File: src/rtl/uart_rx_bit_pkg.sv
// uart_rx_bit_pkg: uart state encodings and bit-timing constants shared by the rx and tx bit engines
package uart_rx_bit_pkg;
    localparam int OVERSAMPLE = 16;
    localparam logic [2:0] ST_IDLE      = 3'd0;
    localparam logic [2:0] ST_START     = 3'd1;
    localparam logic [2:0] ST_DATA      = 3'd2;
    localparam logic [2:0] ST_STOP      = 3'd3;
    localparam logic [2:0] ST_WAIT_HIGH = 3'd4;
    localparam logic [3:0] SAMP_A       = 4'd7;
    localparam logic [3:0] SAMP_B       = 4'd8;
    localparam logic [3:0] SAMP_C       = 4'd9;
    localparam logic [3:0] LAST_TICK    = 4'(OVERSAMPLE - 1);
endpackage

File: src/rtl/uart_rx_sync.sv
// uart_rx_sync: 2-flop synchronizer for asynchronous inputs, resets to the idle-high level
module uart_rx_sync (
    input  logic clk,
    input  logic reset,
    input  logic i_d,
    output logic o_q
);
    logic [1:0] r_ff;
    always_ff @(posedge clk)
        r_ff <= reset ? 2'b11 : {r_ff[0], i_d};
    assign o_q = r_ff[1];
endmodule

File: src/rtl/uart_rx_bit.sv
// uart_rx_bit: 16x-oversampled 8N1 receive engine with 3-sample majority vote and one-clk output strobes
module uart_rx_bit
    import uart_rx_bit_pkg::*;
#(
    parameter int DATA_WIDTH = 8
) (
    input  logic                  clk,
    input  logic                  reset,
    input  logic                  i_16x_baud_en,
    input  logic                  i_uart_rx_ser,
    output logic [DATA_WIDTH-1:0] ov_rx_data,
    output logic                  o_rx_data_valid,
    output logic                  o_frame_err
);
    logic                  w_rx_s;
    logic                  w_bit;
    logic [2:0]            r_state;
    logic [3:0]            r_cnt;
    logic [2:0]            r_bit_idx;
    logic [DATA_WIDTH-1:0] r_sh;
    logic                  r_v7;
    logic                  r_v8;

    uart_rx_sync u_sync (
        .clk   (clk),
        .reset (reset),
        .i_d   (i_uart_rx_ser),
        .o_q   (w_rx_s)
    );

    // third vote is the live sample on the cnt 9 tick
    assign w_bit = (r_v7 & r_v8) | (r_v7 & w_rx_s) | (r_v8 & w_rx_s);

    always_ff @(posedge clk) begin
        if (reset) begin
            r_state         <= ST_IDLE;
            r_cnt           <= '0;
            r_bit_idx       <= '0;
            r_sh            <= '0;
            r_v7            <= 1'b1;
            r_v8            <= 1'b1;
            ov_rx_data      <= '0;
            o_rx_data_valid <= 1'b0;
            o_frame_err     <= 1'b0;
        end else begin
            o_rx_data_valid <= 1'b0;
            o_frame_err     <= 1'b0;
            if (i_16x_baud_en) begin
                r_cnt <= r_cnt + 4'd1;
                if (r_cnt == SAMP_A) r_v7 <= w_rx_s;
                if (r_cnt == SAMP_B) r_v8 <= w_rx_s;
                case (r_state)
                    ST_IDLE: begin
                        // detection tick is cnt 0, so the next tick is cnt 1
                        r_cnt <= {3'b000, ~w_rx_s};
                        if (!w_rx_s) r_state <= ST_START;
                    end
                    ST_START: begin
                        if (r_cnt == SAMP_C && w_bit) r_state <= ST_IDLE;
                        else if (r_cnt == LAST_TICK) begin
                            r_state   <= ST_DATA;
                            r_bit_idx <= '0;
                        end
                    end
                    ST_DATA: begin
                        if (r_cnt == SAMP_C) r_sh <= {w_bit, r_sh[DATA_WIDTH-1:1]};
                        if (r_cnt == LAST_TICK) begin
                            if (r_bit_idx == 3'(DATA_WIDTH - 1)) r_state <= ST_STOP;
                            else r_bit_idx <= r_bit_idx + 3'd1;
                        end
                    end
                    ST_STOP: begin
                        if (r_cnt == SAMP_C) begin
                            r_state         <= w_bit ? ST_IDLE : ST_WAIT_HIGH;
                            o_rx_data_valid <= w_bit;
                            o_frame_err     <= ~w_bit;
                            if (w_bit) ov_rx_data <= r_sh;
                        end
                    end
                    ST_WAIT_HIGH: if (w_rx_s) r_state <= ST_IDLE;
                    default: r_state <= ST_IDLE;
                endcase
            end
        end
    end
endmodule

File: config.mk
export PLATFORM = sky130hd
export DESIGN_NAME = uart_rx_bit
export DESIGN_NICKNAME = d
export VERILOG_FILES = /design/src/rtl/uart_rx_bit_pkg.sv /design/src/rtl/uart_rx_sync.sv /design/src/rtl/uart_rx_bit.sv
export SDC_FILE = /design/constraint.sdc
export NUM_CORES = 1
export LEC_CHECK = 0
export CORE_ASPECT_RATIO = 1.5
export CORE_MARGIN = 4
export CORE_UTILIZATION = 45
export DETAILED_ROUTE_END_ITERATION = 8
export GPL_TIMING_DRIVEN = 0
export PLACE_DENSITY = 0.61
export SYNTH_ARGS = -nofsm -noshare
export SYNTH_HDL_FRONTEND = slang
export SYNTH_SLANG_ARGS = --single-unit
File: constraint.sdc
create_clock -name clk -period 2.8 [get_ports clk]
set_input_delay 0.56 -clock clk [delete_from_list [all_inputs] [get_ports clk]]
set_output_delay 0.56 -clock clk [all_outputs]
set_load 0.02 [all_outputs]
==> results of run 1 <==
[worst reg2reg max path, cell delays in order (launching register included)]
cell       delay, ns
dfxtp_1         0.33
ha_1            0.20
ha_1            0.20
or3b_4          0.39
a2111oi_4       0.48
mux2i_1         0.24
nor2_1          0.05
[Yosys cell counts (2+ instances only)]
master / number
a21oi_1: 3
and3_1: 2
and3b_1: 2
buf_2: 6
clkbuf_1: 3
dfxtp_1: 32
ha_1: 5
inv_1: 3
mux2i_1: 22
nand2_1: 7
nand2b_1: 3
nand4_1: 3
nand4b_1: 2
nor2_1: 24
nor3_1: 2
o21ai_1: 2
o311ai_0: 2
or2_1: 2
xnor2_1: 2
xor2_1: 2
[flip-flops by register name, indices dropped and copies added, names as in the netlist]
register	flops
r_sh	8
ov_rx_data	8
u_sync.r_ff	2
o_rx_data_valid	1
o_frame_err	1
r_state	3
r_v7	1
r_bit_idx	3
r_cnt	4
r_v8	1
[final cells by class]
cell class,count,area (um^2)
clock buffers,6,72.6
fillers,272,1290
well taps,39,48.8
repair buffers,11,110
inverters,4,15.0
plain buffers,9,41.3
multi-input cells,99,736
clock inverters,2,16.3
flip-flops and latches,32,641
[per-stage QoR]
stage                     power [mW]  utilization, %  instances
final                          0.939            56.5        202
after global routing           0.996            56.5        202
after CTS                      0.959            56.5        202
after detailed placement       0.599            53.5        194
after global placement         0.595            53.5        194
after floorplan                0.574               -        144
[final timing paths]
kind	slack, ns	end	startpoint	cells after the start
hold reg to reg	0.42	u_sync.r_ff[1]$_SDFF_PP1_	u_sync.r_ff[0]$_SDFF_PP1_	1
setup / recovery	0.80	r_bit_idx[0]$_SDFFE_PP0P_	r_bit_idx[0]$_SDFFE_PP0P_	6
setup reg to reg	0.80	r_bit_idx[0]$_SDFFE_PP0P_	r_bit_idx[0]$_SDFFE_PP0P_	6
hold / removal	0.42	u_sync.r_ff[1]$_SDFF_PP1_	u_sync.r_ff[0]$_SDFF_PP1_	1
[routing by layer]
| metal | track usage, % | share of wire, % | vias to the layer above |
|---|---|---|---|
| li1 | - | - | 540 |
| met1 | 16.9 | 42 | 500 |
| met2 | 25.2 | 53 | 13 |
| met3 | 5.23 | 3.0 | 5 |
| met4 | 6.73 | 1.8 | 0 |
| met5 | 0 | 0 | - |
[power by group through the flow]
stage	logic [mW]	registers [mW]	clock network, mW
after floorplan	0.0932	0.481	0
after global placement	0.112	0.483	0
after detailed placement	0.115	0.483	0
after CTS	0.117	0.473	0.370
after global routing	0.131	0.474	0.391
final	0.116	0.472	0.350
[kinds of logic after synthesis]
logic type | Yosys count | share of synthesized area [%]
adders and majority gates | 6 | 5.15
buffers and inverters | 13 | 3.93
xor gates and xnor gates | 4 | 2.45
and+or+nand+nor | 53 | 19.0
AOI/OAI and AO/OA | 14 | 9.35
DFF | 32 | 44.7
muxes | 22 | 15.4
==> metrics, run 1 <==
outcome=complete, no violations; proportion of layout cells with a drive suffix above 1=11.0%; row cnt=24; drt drc=0; RSZ-0062 raised after global routing=no; syn nets=153; CP required=2.96 ns; wire length per cell after detailed routing=13.2 um; antenna violations before repair=0; clk buf depth=2; min cycle time layout=2.00 ns; peak supply drop=0.363 mV; post-CTS setup buffers=0; nets=171; post-synthesis cell type count=35; synth top area cells=dfxtp_1 45%, mux2i_1 15%, nor2_1 6.3%; Final Setup Violations=0; CTS Hold Buffers Added=0; # diodes=0; Yosys warning count=0; CP max FO=5; worst path buffer plus inverter count=0; Seq pwr share=50.3%; Iteration-0 DRC Markers=15; Mapped Area=1430 um^2; clock-pin slew on the worst setup and hold paths=0.07 ns; routability cong.=around 0.8; drt first pass iters=4; CP delay by family, top=compound AO/OA/AOI/OAI gates; final instance area=1680 um^2; most common cell after layout, fill and taps aside=dfxtp_1; #FFs+latches synth=32; slew of the pin with the lowest slew margin=0.480 ns; # IOs=14; Worst setup EP type=flip-flop; DP HPWL=1960 um; sw power=approximately 0.25 mW; post-CTS sizing=0; period utilisation layout=71.3%; post-route ant nets=0; leak pwr=0.681 nW; CTS tree=yes; Slew Limit Fails=0; logic gate share of total power=around 12%; worst slack at placement=slightly above 0.8 ns; DP Area=between 1500 and 2000 um^2; Clk pwr share=37.3%; crit path launch type=flip-flop; CP most frequent cell=ha_1; Yosys top cell area share=between 40% and 50%; CP Cell Sequence=ha_1 -> ha_1 -> or3b_4 -> a2111oi_4 -> mux2i_1 -> nor2_1; slew margin rel.=between 60% and 70%; Power Density=559 nW/um^2; clk_lat worst skew=about 0.28 ns; post-synthesis sequential area ratio=between 40% and 50%; Syn Inst Count=144; first-pass GRT wire length=roughly 4700 um; drt total wl=2670 um; sw frac=26.7%; synth-to-layout area growth=17.3%; Syn Area/Cell=9.95 um^2; maxcap violations=0; CP Data Arrival Time=2.16 ns; TNS Setup=0 ns; I/O Buffers=11; Crit-path slowest cell=a2111oi_4; Fin Hold WS=0.422 ns; Final Hold Viols=0; die area=4170 um^2; async set or reset register ratio after synthesis=0%; root cell of the clock tree=clkbuf_8; Die Span Y=77.1 um; Worst Slack Setup Final=between 0.8 and 0.9 ns; TritonCTS buffer count=5; Crit Path Category=flip-flop to flip-flop; EDFF count, synth=0; core area=just under 3000 um^2; initial cell density of the core=between 40% and 50%; overall routing resource usage=between 10% and 20%; Internal Power=between 0.6 and 0.7 mW; most frequent cells in the layout=32 x dfxtp_1, 24 x nor2_1, 22 x mux2i_1; fmax=approximately 0.5 GHz; Die W=around 54 um; largest net degree at the start of global routing=12; Setup Skew=between 0.005 and 0.006 ns; gr ovfl total=0; Worst Hold Class=flip-flop to flip-flop; vias in the first global route=1,066; Synth Flop Type=dfxtp_1; Clock H-tree levels=2; cell taking the most area after synthesis=dfxtp_1; crit-path max cell delay=0.48 ns; DR vias/cell=5.24; Vias=about 1,100; Clock Sinks=32
(Power assumes the default switching activity.)
==> inputs of run 2 (changes only) <==
--- a/config.mk
+++ b/config.mk
@@ -10,7 +10,7 @@
 export CORE_UTILIZATION = 45
 export DETAILED_ROUTE_END_ITERATION = 8
 export GPL_TIMING_DRIVEN = 0
-export PLACE_DENSITY = 0.61
+export PLACE_DENSITY = 0.64
 export SYNTH_ARGS = -nofsm -noshare
 export SYNTH_HDL_FRONTEND = slang
 export SYNTH_SLANG_ARGS = --single-unit
==> constraint.sdc (replaced) <==
create_clock -name clk -period 1.8 [get_ports clk]
set_input_delay 0.36 -clock clk [delete_from_list [all_inputs] [get_ports clk]]
set_output_delay 0.36 -clock clk [all_outputs]
set_load 0.02 [all_outputs]
==> run 2 against run 1 <==
Against the previous run:
- the run now ends with setup timing left
- power rose by 70%
- via count up 2.5%
- non-clock buffer count grew 3
- critical endpoint unchanged
==> metrics, run 2 (same netlist as run 1, synthesis figures left out) <==
TritonCTS buffer count=5; Seq pwr share=a little under half; HP Start=u_sync.r_ff[0]$_SDFF_PP1_; Iteration-0 DRC Markers=8; antenna violations before repair=0; maxcap violations=0; crit path launch type=flip-flop; Die Span Y=77.1 um; drt drc=0; CP max FO=5; clk buf depth=2; Crit Path Category=flip-flop to flip-flop; Worst Hold Class=flip-flop to flip-flop; DR vias/cell=5.29; die area=4170 um^2; synth-to-layout area growth=22.9%; peak supply drop=0.649 mV; slew of the pin with the lowest slew margin=0.476 ns; clk_lat worst skew=0.28 ns; routability cong.=0.740; clock-pin slew on the worst setup and hold paths=0.07 ns; Clock Sinks=32; DP Area=1600 um^2; first-pass GRT wire length=approximately 4700 um; logic gate share of total power=11.3%; worst slack at placement=-0.117 ns; final instance area=1760 um^2; nets=between 150 and 200; sw power=0.384 mW; Clock H-tree levels=2; Fin Hold WS=0.414 ns; Setup Skew=0.00435 ns; Power, Total=1.59 mW; Final Util=59.2%; proportion of layout cells with a drive suffix above 1=16.3%; fmax=0.540 GHz; wire length per cell after detailed routing=13.4 um; Crit-path slowest cell=or3b_4; Vias=1,084; Final Hold Viols=0; sw frac=24.1%; crit-path max cell delay=0.38 ns; Internal Power=1.21 mW; Power Density=905 nW/um^2; slew margin rel.=68.1%; CP required=1.96 ns; CP Data Arrival Time=2.01 ns; DP HPWL=2020 um; outcome=finished with violations; Worst setup EP type=flip-flop; Clk pwr share=42.6%; TNS Setup=-0.0665 ns; Slew Limit Fails=0; min cycle time layout=1.85 ns; I/O Buffers=11; post-route ant nets=0; Final Setup Violations=3; CP most frequent cell=ha_4; drt first pass iters=4; # diodes=0; most common cell after layout, fill and taps aside=dfxtp_1; row cnt=24; drt total wl=2740 um; Critical R2R Launch=r_bit_idx[0]$_SDFFE_PP0P_; failing checks=setup timing; most frequent cells in the layout=30 x dfxtp_1, 24 x nor2_1, 22 x mux2i_1; Placed Cells incl. Taps=194; Final Non-Filler Cells=205; largest registers=ov_rx_data (8), r_sh (8), r_cnt (4); root cell of the clock tree=clkbuf_8; core area=2970 um^2; CTS tree=yes; largest net degree at the start of global routing=12; period utilisation layout=103%; vias in the first global route=1,131; Die W=54.1 um; # IOs=14; overall routing resource usage=approximately 15%; CP Cell Sequence=ha_4 -> ha_4 -> or3b_4 -> a2111oi_4 -> buf_4 -> mux2i_1 -> nor2_1; leak pwr=about 0.71 nW; gr ovfl total=0; initial cell density of the core=between 40% and 50%; CP startpoint=r_bit_idx[0]$_SDFFE_PP0P_; RSZ-0062 raised after global routing=yes; Worst Slack Setup Final=-0.0529 ns
==> run 2: worst max-delay path, delay by kind of cell (launching register included) <==
family / cells / cell delay (ns)
AOI/OAI and AO/OA: 1 / 0.29
adders and majority gates: 2 / 0.31
buffers and inverters: 1 / 0.19
DFF: 1 / 0.34
muxes: 1 / 0.18
and+or+nand+nor: 2 / 0.43
==> run 2: timing repair <==
item / 4_1_cts / 5_1_grt
gates resized for setup: 4 / 2
setup buffers: 2 / 1
hold buffers: 0 / 0
endpoints found under the setup margin: 3 / 5
pin swaps: 5 / 3
==> run 2: cell type report <==
cell class | count | area (um^2)
Inverter | 4 | 15.0
Tap cell | 39 | 48.8
Multi-Input combinational cell | 99 | 766
Sequential cell | 32 | 643
Buffer | 9 | 43.8
Clock inverter | 3 | 42.5
Fill cell | 263 | 1210
Clock buffer | 5 | 68.8
Timing Repair Buffer | 14 | 133
==> run 2: path summary, 6_finish.rpt <==
check,endpoint,slack [ns],cells after the start
setup / recovery,r_bit_idx[0]$_SDFFE_PP0P_,-0.05,7
hold / removal,u_sync.r_ff[1]$_SDFF_PP1_,0.41,1
hold reg to reg,u_sync.r_ff[1]$_SDFF_PP1_,0.41,1
setup reg to reg,r_bit_idx[0]$_SDFFE_PP0P_,-0.05,7
==> run 2: power by group through the flow <==
stage	sequential, mW	combinational [mW]	clock (mW)
6_report	0.735	0.180	0.678
5_1_grt	0.737	0.199	0.732
4_1_cts	0.735	0.176	0.705
3_5_place_dp	0.752	0.175	0
3_3_place_gp	0.750	0.172	0
2_1_floorplan	0.748	0.145	0
==> run 2: per-layer routing <==
layer	vias up	routed length, um	global-route usage, %
li1	546	-	-
met1	510	1080	15.2
met2	22	1500	26.6
met3	6	104	5.43
met4	0	56	7.73
met5	-	0	0
